[src/rtl/uart_line_echo.sv]
// Line-at-a-time UART echo: buffers received bytes until CR/LF, then replays line + terminator.
// Define UART_LINE_ECHO_BACKSPACE_EN to make 0x08/0x7F delete the last stored byte.
module uart_line_echo #(
    parameter int unsigned  DEPTH  = 64,
    parameter logic [7:0]   TERM_A = 8'h0D,
    parameter logic [7:0]   TERM_B = 8'h0A,
    localparam int unsigned CW     = $clog2(DEPTH + 1)
) (
    input  logic          clk,
    input  logic          rst_n,
    input  logic [7:0]    in_data,
    input  logic          in_valid,
    output logic          in_ready,
    output logic [7:0]    out_data,
    output logic          out_valid,
    input  logic          out_ready,
    output logic [CW-1:0] line_len,
    output logic          overflow,
    output logic          busy
);

    localparam int unsigned AW = (DEPTH > 1) ? $clog2(DEPTH) : 1;

    localparam logic [0:0] StFill  = 1'b0;
    localparam logic [0:0] StDrain = 1'b1;

    logic [0:0]    state_q, state_d;
    logic [CW-1:0] count_q, count_d;
    logic [CW-1:0] rd_ptr_q, rd_ptr_d;
    logic [7:0]    term_q, term_d;
    logic          overflow_q, overflow_d;
    logic          wr_en;
    logic          in_fire, out_fire, is_term, is_bs, has_data;
    logic [7:0]    mem_q [DEPTH];

    assign in_fire  = in_valid & in_ready;
    assign out_fire = out_valid & out_ready;
    assign is_term  = (in_data == TERM_A) || (in_data == TERM_B);
    assign has_data = rd_ptr_q < count_q;

`ifdef UART_LINE_ECHO_BACKSPACE_EN
    assign is_bs = (in_data == 8'h08) || (in_data == 8'h7F);
`else
    assign is_bs = 1'b0;
`endif

    assign in_ready  = (state_q == StFill);
    assign busy      = (state_q == StDrain);
    assign out_valid = busy;
    assign out_data  = has_data ? mem_q[rd_ptr_q[AW-1:0]] : term_q;
    assign line_len  = count_q;
    assign overflow  = overflow_q;

    always_comb begin
        state_d    = state_q;
        count_d    = count_q;
        rd_ptr_d   = rd_ptr_q;
        term_d     = term_q;
        overflow_d = overflow_q;
        wr_en      = 1'b0;
        case (state_q)
            StFill: begin
                if (in_fire) begin
                    if (is_term) begin
                        term_d   = in_data;
                        rd_ptr_d = '0;
                        state_d  = StDrain;
                    end else if (is_bs) begin
                        if (count_q != '0) count_d = count_q - CW'(1);
                    end else if (count_q < CW'(DEPTH)) begin
                        wr_en   = 1'b1;
                        count_d = count_q + CW'(1);
                    end else begin
                        overflow_d = 1'b1;
                    end
                end
            end
            StDrain: begin
                if (out_fire) begin
                    if (has_data) begin
                        rd_ptr_d = rd_ptr_q + CW'(1);
                    end else begin
                        // Terminator just left: start a fresh line.
                        state_d    = StFill;
                        count_d    = '0;
                        rd_ptr_d   = '0;
                        overflow_d = 1'b0;
                    end
                end
            end
            default: state_d = StFill;
        endcase
    end

    always_ff @(posedge clk) begin
        if (!rst_n) begin
            state_q    <= StFill;
            count_q    <= '0;
            rd_ptr_q   <= '0;
            term_q     <= '0;
            overflow_q <= 1'b0;
        end else begin
            state_q    <= state_d;
            count_q    <= count_d;
            rd_ptr_q   <= rd_ptr_d;
            term_q     <= term_d;
            overflow_q <= overflow_d;
        end
    end

    // Buffer storage is not reset; count_q alone defines which entries are valid.
    always_ff @(posedge clk) begin
        if (wr_en) mem_q[count_q[AW-1:0]] <= in_data;
    end

endmodule

[config.mk]
export PLATFORM = sky130hd
export DESIGN_NAME = uart_line_echo
export DESIGN_NICKNAME = d
export VERILOG_FILES = /design/src/rtl/uart_line_echo.sv
export SDC_FILE = /design/constraint.sdc
export NUM_CORES = 1
export LEC_CHECK = 0
export BUFFER_PORTS_ARGS = -buffer_cell sky130_fd_sc_hd__buf_2
export CAP_MARGIN = 20
export CORE_MARGIN = 4
export CORE_UTILIZATION = 50
export DETAILED_ROUTE_END_ITERATION = 12
export GPL_TIMING_DRIVEN = 0
export PLACE_DENSITY = 0.68
export REMOVE_ABC_BUFFERS = 1
export SLEW_MARGIN = 5
export SYNTH_ARGS = -nofsm -noshare
export SYNTH_HDL_FRONTEND = slang
export SYNTH_SLANG_ARGS = --single-unit
export TNS_END_PERCENT = 1
[constraint.sdc]
create_clock -name clk -period 3.3 [get_ports clk]
set_input_delay 0.66 -clock clk [delete_from_list [all_inputs] [get_ports clk]]
set_output_delay 0.66 -clock clk [all_outputs]
set_load 0.01 [all_outputs]
==> Flow_metrics.wiki <==
{| class="wikitable"
! Metric !! Value
|-
| Data arrival at the endpoint of the critical path || 2.93 ns
|-
| Cell at the root of the clock tree || clkbuf_16
|-
| Mean instance size in the synthesized netlist || 19.71 um2
|-
| Startpoint-to-endpoint class of the critical path || reg2out
|-
| Total global-route track usage || 20.49%
|-
| Portion of total power attributed to combinational logic || around 2.4%
|-
| Nets || 1175
|-
| Slew at the pin with the worst max-slew slack || about 0.84 ns
|-
| Sequential group share of total power || between 50% and 60%
|-
| Worst-case clock skew || 0.02229 ns
|-
| Cells after DPL || 1610
|-
| Final standard cell count with taps included and fillers excluded || 1731
|-
| Rows || 75
|-
| Die outline width || ~220 um
|-
| Count of final hold-check violations || 0
|-
| Design internal power || about 0.011 W
|-
| Final critical-path share of the clock period || 108.9%
|-
| Clock sinks || 542
|-
| Routed vias/inst || 6.207
|-
| Drt total wl || between 40000 and 50000 um
|-
| Clock tree from TritonCTS || built
|-
| Critical register-to-register path startpoint || busy
|-
| Gpl congestion || 0.8351
|-
| Initial antenna violation count || 0
|-
| Commonest non-fill, non-tap cells in the layout || 512 x edfxtp_1, 112 x mux4_2, 60 x nor2_2, 53 x clkbuf_16, 38 x mux2i_1
|-
| Area added between synthesis and finish || 15.02%
|-
| Total of max-cap violations || 0
|-
| Worst Setup Slack, final || -0.2925 ns
|-
| Residual DRC count || 0
|-
| Fraction of final layout cells with drive strength greater than 1 || roughly a third
|-
| Wire length of the first global-routing pass || around 71000 um
|-
| Post-synthesis sequential area ratio || around three quarters
|-
| Sw frac || 19.90%
|-
| Count of unique library cells instantiated by Yosys || 52
|-
| Vertical die dimension || around 220 um
|-
| Port Buf Inserts || 30
|-
| Hold slack || around 0.41 ns
|-
| Relative contribution of the clock network to total power || 40.7%
|-
| DRT Pass-1 Iters || 5
|-
| Inserted Clock Buffers || 51
|-
| Slew Limit Headroom || 43.55%
|-
| Maximum fanout along the worst path || 12
|-
| Max H-tree Level || 2
|-
| Synthesized instance count || roughly 1100
|-
| Flip-flop cell with the highest count after synthesis || edfxtp_1
|-
| CTS Buffer Depth || 3
|-
| Number of antenna cells inserted || 0
|-
| R2r setup slk || 0.53 ns
|-
| Most frequent standard cell in the layout excluding fill and tap cells || edfxtp_1
|-
| Via count of the first global-routing pass || 10668
|-
| Reg-to-reg endpoint || mem_q[5][3]
|-
| Detailed-placement wirelength estimate || between 20000 and 30000 um
|-
| Net Switching || 0.002640 W
|-
| Final-layout setup total negative slack || -2.136 ns
|-
| Mean routed wirelength per cell || 27.42 um
|-
| Outcome || finished, violations left
|-
| Lkg Pwr || 7.461 nW
|-
| Crit start category || flop
|-
| Worst Reg-to-Reg Cells || 5
|-
| Syn Std Cell Area || 21430 um2
|-
| Final global-route overflow total || 0
|-
| Largest net degree at the start of global routing || 67
|-
| First DRT Iteration DRCs || 1094
|-
| FFs w/ async S/R, synth || 0%
|-
| Yosys reg bits || approximately 540
|-
| Clock network latency to the later pin of the worst-skew pair || between 0.5 and 0.6 ns
|-
| Total Die Area || 46230 um2
|-
| Path type of the worst min-delay path || in2reg
|-
| Core region area || 42130 um2
|-
| Warnings, synthesis || 0
|-
| Worst EP required || 2.64 ns
|-
| Sort of element at the end of the critical path || output pin
|-
| Number of flops mapped to enable cells by yosys || 512
|-
| Antenna viol nets, final || 0
|-
| RSZ-0062 raised after global routing || yes
|-
| Clock Pin Slew Worst Setup and Hold Paths || 0.06 ns
|-
| Max Clk Rate || 278.4 MHz
|-
| I/O pin cnt || 31
|-
| Minimum clock period || 3.592 ns
|-
| Number of hold buffers added after cts || 0
|-
| End of the critical path || out_data[2]
|-
| Failing checks || negative setup slack
|-
| Effective utilization at floorplan || 50.85%
|-
| Number of pins with negative max-slew slack in the final report || 0
|-
| Final cell utilization of the core || 58.49%
|-
| Setup violation total in the final timing report || 29
|-
| IR Drop Worst-Case VDD || 0.4972 mV
|-
| Power density cells || roughly 540 nW/um2
|-
| Vias || 10745
|}
cells in the mapped netlist, drive strengths merged (2+ instances only):
| library cell | instances | share of area (%) |
|---|---|---|
| a21oi | 29 | 0.68 |
| nand3 | 23 | 0.54 |
| a21o | 4 | 0.14 |
| inv | 9 | 0.16 |
| nor2 | 92 | 1.6 |
| and3 | 5 | 0.15 |
| nand2b | 2 | 0.058 |
| o211ai | 2 | 0.070 |
| edfxtp | 512 | 72 |
| nor2b | 14 | 0.41 |
| dfxtp | 30 | 2.8 |
| or4b | 2 | 0.093 |
| o21ai | 7 | 0.16 |
| ha | 8 | 0.47 |
| clkbuf | 21 | 0.37 |
| nor3 | 2 | 0.099 |
| xor2 | 5 | 0.20 |
| a31oi | 4 | 0.12 |
| nand2 | 22 | 0.39 |
| nor4 | 3 | 0.12 |
| nand4 | 5 | 0.15 |
| mux2i | 49 | 2.3 |
| buf | 36 | 1.5 |
| mux4 | 121 | 13 |
| a22oi | 29 | 1.0 |
| nand4b | 2 | 0.082 |
| a211oi | 23 | 0.81 |
| o22ai | 7 | 0.20 |
| and2 | 4 | 0.12 |
power by group through the flow:
stage	Clock, W	Sequential, W	Combinational (W)
floorplan	0	0.00769	0.0000903
global placement	0	0.00770	0.000266
detailed placement	0	0.00769	0.000289
CTS	0.00547	0.00754	0.000319
global route	0.00579	0.00754	0.000341
finish	0.00540	0.00754	0.000320
stage by stage:
stage / cell area, um2 / setup slack (ns) / power [W]
after floorplan: 21030 / -3.391 / 0.007785
after global placement: 21860 / -6.665 / 0.007966
after detailed placement: 22130 / -1.412 / 0.007982
after CTS: 24590 / -0.3105 / 0.01333
after global routing: 24650 / -0.3305 / 0.01367
final: 24650 / -0.2925 / 0.01327
worst max-delay path, stage by stage (launching register included):
cell	delay (ns)
dfxtp_4	0.37
buf_12	0.16
buf_12	0.16
and2_2	0.24
a22oi_1	0.25
a21oi_1	0.12
a211oi_1	0.43
a21oi_1	0.20
o22ai_1	0.24
buf_2	0.19
sequential cells by signal, summed over array words and instances, names as in the netlist, named ones only:
name and cells:
busy 1, line_len 7, mem_q 512, overflow 1, rd_ptr_q 7, term_q 8
cells by family (layout without fill, tap and decap cells):
logic type | count (synthesis) | count (layout) | share of synthesized area [%]
fa+ha+maj | 8 | 8 | 0.4672
mux | 170 | 170 | 15.22
xor+xnor | 6 | 6 | 0.2453
compound gates | 112 | 112 | 3.474
flops | 542 | 542 | 74.56
buf+inv | 66 | 171 | 1.991
simple gates | 183 | 183 | 4.047
worst min path at each step:
stage / startpoint / to / slack [ns] / cells after the start
final: rst_n / line_len[0] / 0.41 / 3
after global routing: out_ready / busy / 0.41 / 3
after CTS: rst_n / line_len[0] / 0.39 / 3
after detailed placement: term_q[2] / term_q[2] / 0.45 / 2
after global placement: term_q[0] / term_q[0] / 0.45 / 2
after floorplan: term_q[0] / term_q[0] / 0.44 / 2
final cells by class:
class                           instances  area [um2]
Fill cell                            2996       17490
Sequential cell                       542       16000
Multi-Input combinational cell        479        5441
Clock buffer                           72        1438
Timing Repair Buffer                   72       982.2
Tap cell                              539       674.4
Clock inverter                         18       78.83
Inverter                                9       33.78
per-layer routing:
| metal | track usage (%) | share of wire [%] |
|---|---|---|
| met1 | 29.80 | 42 |
| met2 | 32.10 | 48 |
| met3 | 3.785 | 7.3 |
| met4 | 6.485 | 3.3 |
| met5 | 0 | 0 |
repair_timing:
item / in CTS / in global routing
setup endpoints to repair: 520 / 456
buffers inserted: 22 / 1
endpoints found under the hold margin: 0 / 0
pin swaps: 7 / 4
cloned: 8 / 0
gates resized for setup: 135 / 17
Note: power is estimated with default switching activity, not from simulation.
